[config.mk]
export PLATFORM = sky130hd
export DESIGN_NAME = irq_fifo_ctrl
export DESIGN_NICKNAME = d
export VERILOG_FILES = /design/src/rtl/irq_fifo_ctrl.sv
export SDC_FILE = /design/constraint.sdc
export NUM_CORES = 1
export LEC_CHECK = 0
export BUFFER_PORTS_ARGS = -buffer_cell sky130_fd_sc_hd__buf_2
export CAP_MARGIN = 30
export CORE_UTILIZATION = 40
export CTS_CLUSTER_SIZE = 30
export DETAILED_ROUTE_END_ITERATION = 8
export GPL_TIMING_DRIVEN = 0
export PLACE_DENSITY = 0.61
export SLEW_MARGIN = 40
export SYNTH_ARGS = -nofsm -noshare
export SYNTH_HDL_FRONTEND = slang
export SYNTH_SLANG_ARGS = --single-unit
[constraint.sdc]
create_clock -name clk -period 5 [get_ports clk]
set_input_delay 1 -clock clk [delete_from_list [all_inputs] [get_ports clk]]
set_output_delay 1 -clock clk [all_outputs]
set_load 0.005 [all_outputs]
[src/rtl/irq_fifo_ctrl.sv]
// rtl/irq_fifo_ctrl.sv - dual interrupt/address queue with processor pop port
module irq_fifo_ctrl #(
    parameter int DEPTH_LOG2 = 4
) (
    input  logic        clk,
    input  logic        reset,
    input  logic [13:0] irq_fifo_data,
    input  logic        irq_fifo_data_valid,
    input  logic        irq_fifo_irq_valid,
    input  logic        rd_req,
    input  logic        rd_sel,
    output logic        rd_ack,
    output logic [15:0] rd_data,
    output logic        data_irq,
    output logic        remote_irq
);

    localparam int DEPTH = 1 << DEPTH_LOG2;
    localparam logic [DEPTH_LOG2:0] FULL_CNT = (DEPTH_LOG2+1)'(DEPTH);

    // Queue index 0 is the data queue, index 1 the remote-irq queue.
    logic [13:0]           mem       [2][DEPTH];
    logic [DEPTH_LOG2-1:0] wr_ptr    [2];
    logic [DEPTH_LOG2-1:0] rd_ptr    [2];
    logic [DEPTH_LOG2:0]   count     [2];
    logic [DEPTH_LOG2:0]   count_nxt [2];
    logic                  ovf       [2];
    logic                  ovf_nxt   [2];

    logic [1:0] push;
    logic [1:0] pop_req;
    logic [1:0] do_pop;
    logic [1:0] do_push;
    logic [1:0] drop;
    logic [13:0] head;

    // Per-queue push/pop qualification, next count and sticky overflow update.
    always_comb begin
        push[0]    = irq_fifo_data_valid;
        push[1]    = irq_fifo_irq_valid;
        pop_req[0] = rd_req && !rd_sel;
        pop_req[1] = rd_req && rd_sel;
        for (int q = 0; q < 2; q++) begin
            do_pop[q]  = pop_req[q] && (count[q] != '0);
            // A full queue still accepts a push when the same cycle frees a slot.
            do_push[q] = push[q] && ((count[q] != FULL_CNT) || do_pop[q]);
            drop[q]    = push[q] && !do_push[q];
            count_nxt[q] = count[q];
            if (do_push[q] && !do_pop[q]) begin
                count_nxt[q] = count[q] + 1'b1;
            end else if (do_pop[q] && !do_push[q]) begin
                count_nxt[q] = count[q] - 1'b1;
            end
            // A new overflow in the reading cycle wins over the read-clear.
            ovf_nxt[q] = ovf[q];
            if (drop[q]) begin
                ovf_nxt[q] = 1'b1;
            end else if (pop_req[q]) begin
                ovf_nxt[q] = 1'b0;
            end
        end
        head = mem[rd_sel][rd_ptr[rd_sel]];
    end

    // Entry storage; contents need no reset since pointers gate visibility.
    always_ff @(posedge clk) begin
        for (int q = 0; q < 2; q++) begin
            if (!reset && do_push[q]) begin
                mem[q][wr_ptr[q]] <= irq_fifo_data;
            end
        end
    end

    // Pointer, count and overflow state for both queues.
    always_ff @(posedge clk) begin
        for (int q = 0; q < 2; q++) begin
            if (reset) begin
                wr_ptr[q] <= '0;
                rd_ptr[q] <= '0;
                count[q]  <= '0;
                ovf[q]    <= 1'b0;
            end else begin
                if (do_push[q]) begin
                    wr_ptr[q] <= wr_ptr[q] + 1'b1;
                end
                if (do_pop[q]) begin
                    rd_ptr[q] <= rd_ptr[q] + 1'b1;
                end
                count[q] <= count_nxt[q];
                ovf[q]   <= ovf_nxt[q];
            end
        end
    end

    // Registered read response and level interrupts.
    always_ff @(posedge clk) begin
        if (reset) begin
            rd_ack     <= 1'b0;
            rd_data    <= 16'h0000;
            data_irq   <= 1'b0;
            remote_irq <= 1'b0;
        end else begin
            rd_ack     <= rd_req;
            data_irq   <= (count_nxt[0] != '0);
            remote_irq <= (count_nxt[1] != '0);
            if (rd_req) begin
                rd_data <= {do_pop[rd_sel], ovf[rd_sel],
                            do_pop[rd_sel] ? head : 14'h0000};
            end else begin
                rd_data <= 16'h0000;
            end
        end
    end

endmodule

* After elaboration in Yosys (flattened, before gate mapping) *
Memories as Yosys holds them, arrays and structs flattened. A register that Yosys moved wholly into a read port is not among the register bits.
Index checks and enable logic that the tools add are counted.

word-level totals
  bits in registers = 19
  latch bits = 0
  memory bits (writable) = 476
  ROM bits = 0
  bits of input ports = 20
  output and inout bits = 19
  logic and storage cells = 117
  memories = 5

operators by class
  add/subtract/negate cells = 8
  multipliers = 0
  div/mod/pow operators = 0
  $lt $le $gt $ge = 6
  eq/ne operators = 4
  shifts and indexed selects = 0
  mux-type cells = 44
  bitwise gates (word level) = 13
  reduce and logical (&&, ||, !) cells = 32

memory list
  memory  words  width  read ports  clocked after memory_dff  wr ports  line  source
  mem     2      224    1           0                         2         22    logic [13:0] mem [2][DEPTH];
  count   2      5      2           0                         2         25    logic [DEPTH_LOG2:0] count [2];
  rd_ptr  2      4      3           0                         2         24    logic [DEPTH_LOG2-1:0] rd_ptr [2];
  wr_ptr  2      4      2           0                         2         23    logic [DEPTH_LOG2-1:0] wr_ptr [2];
  ovf     2      1      1           1                         2         27    logic ovf [2];

operators with widths
  cell                   count
  $mux W224              2
  $demux W14 S4          2
  $bmux W14 S4           1
  $mux W14               4
  $mux W5                6
  $mux W1                25
  $reduce_bool A5 Y1     4
  $add A4 B1 Y4 const B  4
  $logic_and A1 B1 Y1    16
  $mux W4                4
  $ge A5 B5 Y1 const B   3
  $not A4 Y5             3
  $add A5 B1 Y5 const B  2
  $lt A5 B1 Y1 const B   2
  $ne A5 B5 Y1 const B   2
  $sub A5 B1 Y5 const B  2
  $or A1 B1 Y1           8
  $logic_not A1 Y1       6
  $ne A2 B2 Y1 const B   2
  $reduce_and A2 Y1      2
  $reduce_or A3 Y1       1
  $logic_or A1 B1 Y1     2
  $lt A1 B2 Y1 const B   1
  $not A1 Y1             2
  $reduce_or A2 Y1       1

* Longest topological paths before layout *
Gate-level depths: netlist of the first run.

  depth in word-level cells = 10
  depth in mapped cells = 9
  mapped depth without buffers = 7

* Worst setup path before layout of the first run *
No wires, ideal clock.

  path type = input to register
  start = input port rd_sel
  end = memory mem[0][168] (netlist name), enable pin
  setup time = 403 ps
  data arrival time = 2859 ps
  data required time = 4597 ps
  setup slack = 1738 ps
  stages = 7
  buffers on the path = 2
  cells stage by stage = buf_4 > nand2b_4 > buf_6 > nand3_1 > and3_1 > nand2_1 > nor3_1

RTL lines
  what             line  source
  start, declared  11    input logic rd_sel,
  end, declared    22

==> qor.yml, run 1 <==
outcome: "finished, final reports clean"
cts.path.max_buffers: 3
hp-class: "flop to flop"
ys_seq_area_share_pct: 73.4
dp_cells: 2013
report.final.slew_viol_count: 0
synth_edf_count: 466
grt_pass1_wl_mm: 74.3
ys_warn_count: 0
netlist_area_um2: 19900
layout.cell_area.non_filler_um2: 22800
clock-sinks: 495
critical_path_class: "flop to flop"
htree_levels: 2
synth_cell_types: 55
dp_hpwl_mm: 32.0
yosys_most_used_dff: "edfxtp_1"
antenna_found_initial: 1
cts-hold-fix-buffers: 0
syn_avg_cell_area_um2: 15.3
layout-drive-gt1-share_pct: 13.8
arrival_ns: 3.80
p_total_mw: 9.45
fin_setup_tns_ns: 0
drt_iter0_markers: 964
synth_top_area_share_pct: 70.5
cts_tree: "built"
hold_end: "count[0][0]"
hold_start: "count[0][0]"
period_share_pct: 67.5
dieHeight_um: 225
slew_headroom_pct: 39.0
timing.rr.end: "rd_data[9]"
grt_max_degree: 33
postCtsSetupBuffers: 0
rsz0062_at_grt: "no"
avgRoutedWirePerCell_um: 24.0
maxCapViolCount: 0
wl_mm: 50.5
grt_use_total_pct: 20.3
antennaDiodeCount: 0
grt.overflow.total: 0
peakVddDrop_mv: 0.221
core_area_um2: 49000
start_util_pct: 40.6
gp_congestion: 0.821
via_per_inst: 5.46
vias: 11500
dieArea_um2: 50600
synth_cells: 1297
critPathRequiredTime_ns: 5.42
io_pins: 39
cts_buffers: 49
r2r_start: "count[0][0]"
rows: 81
regToRegSetupSlack_ns: 1.63
syn_to_final_growth_pct: 14.7
grt_pass1_vias: 11500
tightest_slew_ns: 0.916
period_needed_ns: 3.37
cp_max_fo: 10
async_flop_share_pct: 0
worstSetupStartpointType: "flop"
cts_root_buffer: "clkbuf_16"
clk_latency_ns: 0.59
synth_area_leaders: "edfxtp_1, mux2i_1, nand2_1, dfxtp_1, a32oi_1"
cts_resized: 0
finalSetupViolations: 0
hold_viol: 0
antenna_left: 0
die_w_um: 225
hold_depth: 2
fin_nets: 1436
ys_ff_latch: 495
synth_area_leader_cell: "edfxtp_1"
stdcell_count: 2103
placed_area_um2: 21200
ff2ff_path_depth: 8
skew_ns: 0.0177
port_buffers: 36
p_leak_nw: 7.54
clk_pin_slew_ns: 0.06
p_per_area_nw_per_um2: 414
crit_path_end_kind: "flop"
clock.fmax_ghz: 0.296
firstDrtPassIters: 7
drcViolationCount: 0
synth_nets: 1333
-- Yosys cell counts, types with 20 or more instances --
master / count
dfxtp_1: 29
a21oi_1: 29
nand2_1: 161
edfxtp_1: 466
mux2i_1: 157
nor2_1: 50
nand4_1: 29
clkbuf_1: 44
buf_2: 20
a32oi_1: 43
nor2b_1: 33
nand3_1: 38
a211oi_1: 28
-- routing by layer --
metal / track usage [%] / vias to the layer above / share of wire (%)
met3: 2.70 / 89 / 5.7
met5: 0 / - / 0
li1: - / 5213 / -
met2: 33.8 / 374 / 48
met1: 27.1 / 5814 / 43
met4: 7.20 / 0 / 2.9
-- through the flow --
step | worst slack, ns | hold WS (ns) | utilization (%)
finish | 1.63 | 0.605 | 46.6
global route | 1.44 | 0.634 | 46.6
CTS | 1.74 | 0.605 | 46.5
detailed placement | 1.24 | 0.585 | 43.3
global placement | 0.530 | 0.556 | 42.6
floorplan | 1.74 | 0.475 | -
-- flip-flops by register name, summed over array words and instances (netlist names) --
signal,flops
remote_irq,1
rd_data,16
count,10
data_irq,1
rd_ptr,8
mem,448
ovf,2
wr_ptr,8
rd_ack,1
-- report_power, final --
| group | switching [mW] | internal (mW) | leakage (nW) | total (mW) |
|---|---|---|---|---|
| registers | 0.0510 | 4.63 | 4.47 | 4.68 |
| logic | 0.728 | 0.367 | 2.29 | 1.10 |
| clock network | 1.54 | 2.13 | 0.779 | 3.67 |
-- critical path, cell delays in order, from the launching register on --
cell,delay [ns]
dfxtp_1,0.42
inv_1,0.12
ha_1,0.24
nor4b_2,0.19
o22ai_1,0.27
nor3b_2,0.66
clkbuf_1,0.55
nand4_1,0.41
o21ai_0,0.34
-- layout make-up --
type                            instances  area (um2)
Fill cell                            4194       26200
Sequential cell                       495       14600
Multi-Input combinational cell        716        5150
Clock buffer                           63        1330
Tap cell                              664         831
Buffer                                 75         332
Timing Repair Buffer                   52         280
Clock inverter                         27         254
Inverter                               11        41.3
-- kinds of logic (layout without fill, tap and decap cells) --
| kind of cell | after synthesis | in the layout | synth area share, % |
|---|---|---|---|
| DFF | 495 | 495 | 73.4 |
| and+or+nand+nor | 362 | 362 | 8.83 |
| AOI/OAI and AO/OA | 162 | 162 | 6.09 |
| muxes | 160 | 160 | 8.14 |
| buffers and inverters | 86 | 228 | 1.86 |
| adders and majority gates | 16 | 16 | 1.01 |
| xor gates and xnor gates | 16 | 16 | 0.705 |
-- cell usage in the layout, fill, tap and decap left out, types with 33 or more instances in the layout --
master	netlist	routed
buf_2	20	64
nand2_1	161	161
nor2b_1	33	33
clkbuf_1	44	53
clkbuf_16	0	51
a32oi_1	43	43
nand3_1	38	38
edfxtp_1	466	466
mux2i_1	157	157
-- worst max-delay path by stage --
stage / slack (ns) / end / start
after CTS: 1.74 / rd_data[9] / count[0][0]
after global placement: 0.53 / mem[0][199] / rd_sel
final: 1.63 / rd_data[9] / count[0][0]
after global routing: 1.44 / rd_data[2] / count[0][0]
after floorplan: 1.74 / mem[0][168] / rd_sel
after detailed placement: 1.24 / rd_data[2] / rd_sel
(Power assumes the default switching activity.)
==> run 2, diff against run 1 <==
Settings changed: ABC_AREA set to 1.
Clock period 5 ns to 3.4 ns, I/O delays scaled along.
==> run 2 against run 1 <==
Effect of this change: worst setup slack worse by 0.99 ns; synthesized cell count up 36%; cell count up 23%; maximum frequency up 22%; via count up 27%; sequential share of layout area down 2.5 points; clock power up 54%; global-route usage up 5.4 points; core utilization up 0.69 points; critical path depth up 2; combinational power up 15%; largest cell class unchanged.
==> qor.yml, run 2 <==
outcome: "finished, final reports clean"  # unchanged
dp_cells: 2499  # was 2,013
synth_area_leader_cell: "edfxtp_1"  # unchanged
slew_headroom_pct: 40.9  # was 39.0%
fin_nets: 1916  # was 1,436
vias: 14600  # was 11.5k
max_stage_delay_ns: 0.48  # was 0.66 ns
grtUsageMet3_pct: 5.38  # was 2.70%
critPathRequiredTime_ns: 3.71  # was 5.42 ns
p_per_area_nw_per_um2: 579  # was 414 nW/um2
grt_use_total_pct: 25.6  # was 20.3%
clk_latency_ns: 0.61  # was 0.59 ns
slowest_stage: "nor2_4"  # was nor3b_2
met2_usage_pct: 38.9  # was 33.8%
final_cell_mix: "nand2_1, edfxtp_1, nand3_1"  # was edfxtp_1, nand2_1, mux2i_1
hold_ws_ns: 0.369  # was 0.605 ns
dpl_worst_slack_ns: 0.398  # was 1.24 ns
crit_family: "simple AND/OR/NAND/NOR gates"  # unchanged
combPwrFrac_pct: 9.2  # was 11.6%
power.internal_mw: 10.4  # was 7.13 mW
htree_levels: 2  # unchanged
die_w_um: 228  # was 225 um
via_per_inst: 5.61  # was 5.46
antenna_left: 0  # unchanged
grt_max_degree: 33  # unchanged
grt.overflow.total: 0  # unchanged
dieArea_um2: 51800  # was 50,600 um2
skew_ns: 0.0229  # was 0.0177 ns
grt_pass1_vias: 13300  # was 11.5k
antenna_found_initial: 0  # was 1
synth_top_area_share_pct: 68.8  # was 70.5%
fill_cells: 4476  # was 4,194
postCtsSetupBuffers: 0  # unchanged
core_area_um2: 50200  # was 49,000 um2
p_total_mw: 13.7  # was 9.45 mW
critical_path_class: "flop to flop"  # unchanged
syn_avg_cell_area_um2: 11.5  # was 15.3 um2
cts_buffers: 51  # was 49
cts.path.max_buffers: 3  # unchanged
drcViolationCount: 0  # unchanged
period_share_pct: 81.4  # was 67.5%
antennaDiodeCount: 0  # unchanged
cts_tree: "built"  # unchanged
final_util_pct: 47.2  # was 46.6%
synth_edf_count: 466  # unchanged
clock.fmax_ghz: 0.361  # was 0.296 GHz
clock-sinks: 495  # unchanged
synth_cells: 1767  # was 1,297
maxCapViolCount: 0  # unchanged
ys_warn_count: 0  # unchanged
arrival_ns: 3.08  # was 3.80 ns
finalSetupViolations: 0  # unchanged
p_leak_nw: 8.63  # was 7.54 nW
peakVddDrop_mv: 0.470  # was 0.221 mV
synth_cell_types: 26  # was 55
p_switching_mw: 3.38  # was 2.32 mW
gp_congestion: 0.985  # was 0.821
rows: 82  # was 81
cp_max_fo: 8  # was 10
rsz0062_at_grt: "no"  # unchanged
wl_mm: 65.4  # was 50.5 mm
grt.busiest_layer: "met2"  # unchanged
p_seq_share_pct: 49.5  # about the same
setup_ws_ns: 0.633  # was 1.63 ns
netlist_area_um2: 20400  # was 19,900 um2
fin_setup_tns_ns: 0  # unchanged
start_util_pct: 40.6  # about the same
ys_seq_area_share_pct: 71.6  # was 73.4%
async_flop_share_pct: 0  # unchanged
layout_commonest_cell: "nand2_1"  # was edfxtp_1
cts_root_buffer: "clkbuf_16"  # unchanged
placed_area_um2: 22000  # was 21,200 um2
worstSetupStartpointType: "flop"  # unchanged
period_needed_ns: 2.77  # was 3.37 ns
avgRoutedWirePerCell_um: 25.2  # was 24.0 um
tightest_slew_ns: 0.887  # was 0.916 ns
yosys_most_used_dff: "edfxtp_1"  # unchanged
syn_to_final_growth_pct: 16.5  # was 14.7%
crit_path_end_kind: "flop"  # unchanged
hold_viol: 0  # unchanged
path_cells: "inv_1 > ha_1 > nand3_2 > a21oi_1 > nor2_1 > inv_1 > nor2_1 > nand2_1 > nor2_4 > buf_8"  # was inv_1 > ha_1 > nor4b_2 > o22ai_1 > nor3b_2 > clkbuf_1 > nand4_1 > o21ai_0
firstDrtPassIters: 8  # was 7
io_pins: 39  # unchanged
largest_reg_flops: 448  # unchanged
port_buffers: 36  # unchanged
swShare_pct: 24.6  # was 24.5%
report.final.slew_viol_count: 0  # unchanged
dieHeight_um: 228  # was 225 um
use_met1_pct: 36.7  # was 27.1%
grt_pass1_wl_mm: 93.0  # was 74.3 mm
dp_hpwl_mm: 44.0  # was 32.0 mm
cts_resized: 0  # unchanged
power.clock.fraction_pct: 41.2  # was 38.9%
cts-hold-fix-buffers: 0  # unchanged
layout.cell_area.non_filler_um2: 23700  # was 22,800 um2
netlist_top_cells_count: "nand2_1, edfxtp_1, nand3_1"  # was edfxtp_1, nand2_1, mux2i_1
crit_buf_inv: 3  # was 2
ys_ff_latch: 495  # unchanged
stdcell_count: 2594  # was 2,103
synth_nets: 1803  # was 1,333
layout-drive-gt1-share_pct: 13.0  # was 13.8%
synth_area_leaders: "edfxtp_1, nand3_1, nand2_1, dfxtp_1, buf_2"  # was edfxtp_1, mux2i_1, nand2_1, dfxtp_1, a32oi_1
drt_iter0_markers: 2187  # was 964
hp-class: "primary input to flop"  # was flop to flop
yosysMostFrequentCell: "nand2_1"  # was edfxtp_1
clk_pin_slew_ns: 0.06  # about the same
==> run 2: area by class of cell <==
| cell class | instances | area [um2] | area share [%] |
|---|---|---|---|
| Multi-Input combinational cell | 1123 | 5320 | 22.4 |
| Sequential cell | 495 | 14600 | 61.5 |
| Inverter | 51 | 194 | 0.818 |
| Timing Repair Buffer | 60 | 598 | 2.52 |
| Tap cell | 672 | 841 | 3.55 |
| Clock buffer | 65 | 1360 | 5.74 |
| Buffer | 98 | 504 | 2.13 |
| Clock inverter | 30 | 315 | 1.33 |
==> run 2: tightest hold or removal path, stage by stage <==
cell and delay [ns]:
buf_2 0.11, inv_1 0.06, nor2_1 0.06
==> run 2: power by group through the flow <==
stage / clock (mW) / combinational [mW] / sequential [mW]
2_1_floorplan: 0 / 0.659 / 6.92
3_3_place_gp: 0 / 1.19 / 6.93
3_5_place_dp: 0 / 1.24 / 6.93
4_1_cts: 5.72 / 1.24 / 6.80
5_1_grt: 5.93 / 1.35 / 6.81
6_report: 5.66 / 1.27 / 6.80
==> run 2: path summary, 6_finish.rpt <==
check,from,cells past startpoint,slack [ns],to
max,count[1][0],10,0.63,mem[1][188]
min,rd_req,3,0.37,rd_ack
max reg2reg,count[1][0],10,0.63,mem[1][188]
min reg2reg,ovf[1],2,0.55,rd_data[14]
==> run 2: cell families (layout without fill, tap and decap cells) <==
| family | count (synthesis) | after routing | synth area share (%) |
|---|---|---|---|
| fa+ha+maj | 16 | 16 | 0.984 |
| xor+xnor | 14 | 14 | 0.603 |
| buf+inv | 149 | 304 | 3.43 |
| compound gates | 30 | 30 | 0.738 |
| flops | 495 | 495 | 71.6 |
| simple gates | 1063 | 1063 | 22.6 |
==> run 2: layer usage <==
layer	vias to the layer above	routed length [um]	share of wire [%]
met5	-	0	0
met4	0	1930	2.9
met3	110	7910	12
met2	912	28900	44
met1	7102	26600	41
li1	6437	-	-
==> run 3, diff against run 2 <==
Clock period 3.4 ns to 2.7 ns, I/O delays scaled along.
==> run 3 against run 2 <==
Effect of this change: routed wire length is 0.82% higher; cell count is 0.96% higher; non-clock buffer count is 25 higher; combinational power is 28% higher; worst hold slack worse by 0.14 ns; first-iteration DRC count is 0.96% higher; sequential share of layout area is 0.91 points lower; clock power is 26% higher; clock-buffer cell count stayed put; via count is 1.1% higher; cell area is 1.5% higher; largest cell class unchanged; highest routed layer unchanged.
==> qor.yml, run 3 (synthesis results as in run 2) <==
skew_ns: 0.0196  # was 0.0229 ns
antenna_left: 0  # unchanged
grt_max_degree: 33  # unchanged
finalSetupViolations: 0  # unchanged
r2r_start: "count[1][0]"  # unchanged
syn_to_final_growth_pct: 18.2  # was 16.5%
cp_max_fo: 10  # was 8
dieArea_um2: 51800  # unchanged
cts_root_buffer: "clkbuf_16"  # unchanged
period_needed_ns: 2.66  # was 2.77 ns
hold_depth: 3  # unchanged
clock-sinks: 495  # unchanged
dpl_worst_slack_ns: -0.162  # was 0.398 ns
dieHeight_um: 228  # unchanged
cts_buffers: 51  # unchanged
critPathRequiredTime_ns: 3.00  # was 3.71 ns
maxCapViolCount: 0  # unchanged
hold_start: "rd_req"  # unchanged
drt_iter0_markers: 2208  # was 2,187
vias: 14700  # was 14.6k
via_per_inst: 5.62  # was 5.61
grt.overflow.total: 0  # unchanged
rsz0062_at_grt: "yes"  # was no
outcome: "finished, final reports clean"  # unchanged
wl_mm: 65.9  # was 65.4 mm
core_area_um2: 50200  # unchanged
fin_nets: 1941  # was 1,916
cts_tree: "built"  # unchanged
clock.fmax_ghz: 0.376  # was 0.361 GHz
layout.cell_area.non_filler_um2: 24100  # was 23,700 um2
layout-drive-gt1-share_pct: 14.2  # was 13.0%
clk_latency_ns: 0.61  # about the same
hold_viol: 0  # unchanged
antenna_found_initial: 0  # unchanged
start_util_pct: 40.6  # unchanged
timing.rr.end: "mem[1][64]"  # was mem[1][188]
tightest_slew_ns: 0.880  # was 0.887 ns
io_pins: 39  # unchanged
slew_headroom_pct: 41.4  # was 40.9%
fill_cells: 4421  # was 4,476
port_buffers: 36  # unchanged
antennaDiodeCount: 0  # unchanged
layout_commonest_cell: "nand2_1"  # unchanged
grt_pass1_wl_mm: 93.2  # was 93.0 mm
worstSetupStartpointType: "flop"  # unchanged
regToRegSetupSlack_ns: 0.04  # was 0.63 ns
final_cell_mix: "nand2_1, edfxtp_1, nand3_1"  # unchanged
dp_hpwl_mm: 44.0  # unchanged
hp-class: "primary input to flop"  # unchanged
p_per_area_nw_per_um2: 720  # was 579 nW/um2
p_leak_nw: 8.79  # was 8.63 nW
crit_path_end_kind: "flop"  # unchanged
rows: 82  # unchanged
arrival_ns: 2.96  # was 3.08 ns
die_w_um: 228  # unchanged
period_share_pct: 98.6  # was 81.4%
ff2ff_path_depth: 10  # unchanged
gp_congestion: 0.985  # unchanged
placed_area_um2: 22000  # unchanged
grt_use_total_pct: 25.7  # was 25.6%
firstDrtPassIters: 5  # was 8
critical_path_class: "flop to flop"  # unchanged
peakVddDrop_mv: 0.584  # was 0.470 mV
largest_reg_flops: 448  # unchanged
clk_pin_slew_ns: 0.06  # about the same
report.final.slew_viol_count: 0  # unchanged
hold_end: "rd_ack"  # unchanged
grt_pass1_vias: 13300  # about the same
drcViolationCount: 0  # unchanged
avgRoutedWirePerCell_um: 25.2  # about the same
cts.path.max_buffers: 3  # unchanged
setup_ws_ns: 0.0371  # was 0.633 ns
htree_levels: 2  # unchanged
-- run 3: final cells by class --
type	instances	area [um2]	area share, %
buffer	98	504	2.10
sequential	495	14600	60.6
timing repair buffer	85	948	3.94
tap	672	841	3.49
inverter	51	194	0.806
multi-input combinational	1123	5320	22.1
clock inverter	30	315	1.31
clock buffer	65	1360	5.65
-- run 3: routing by layer --
metal  part of all wire (%)  GRT usage (%)  vias up
li1                       -              -     6485
met1                     40           36.7     7155
met2                     44           39.0      946
met3                     12           5.39      129
met4                    3.5           8.42        0
met5                      0              0        -
-- run 3: stage by stage --
step | power [mW] | cells | setup TNS, ns | util, % | hold slack [ns]
after global placement | 10.2 | 2475 | -368.85 | 42.6 | 0.545
final | 17.3 | 2619 | 0 | 48.0 | 0.228
after detailed placement | 10.3 | 2499 | -11.85 | 43.9 | 0.535
after global routing | 17.8 | 2619 | -7.90 | 48.0 | 0.240
after floorplan | 9.55 | 1767 | 0 | - | 0.447
after CTS | 17.3 | 2598 | 0 | 47.4 | 0.200
-- run 3: worst max path at each step --
| stage | from | to | slack [ns] | cells after the start |
|---|---|---|---|---|
| finish | count[1][0] | mem[1][64] | 0.04 | 10 |
| floorplan | rd_sel | mem[0][0] | 0.24 | 8 |
| detailed placement | rd_sel | mem[0][173] | -0.16 | 9 |
| CTS | count[1][0] | mem[1][213] | 0.01 | 9 |
| global placement | rd_sel | mem[1][92] | -1.16 | 9 |
| global route | count[1][0] | mem[1][64] | -0.12 | 10 |
-- run 3: what timing repair did --
item / in CTS / in global routing
setup endpoints to repair: 20 / 282
hold buffers: 0 / 0
resized for setup: 0 / 2
buffers inserted: 4 / 21
pin swaps: 3 / 14
hold endpoints to repair: 0 / 0
-- run 3: report_power, final --
part	internal (mW)	switching (mW)	total [mW]
clock	4.14	3.00	7.13
combinational	0.410	1.21	1.62
sequential	8.51	0.0499	8.56
total	13.1	4.25	17.3
-- run 3: worst max-delay path, cell delays in order (launching register included) --
cell	delay, ns
dfxtp_1	0.40
inv_1	0.13
ha_1	0.24
nand3_2	0.13
a21oi_1	0.09
nor2_1	0.09
inv_1	0.06
nor2_1	0.29
nand2_1	0.36
nor2_4	0.36
buf_8	0.21
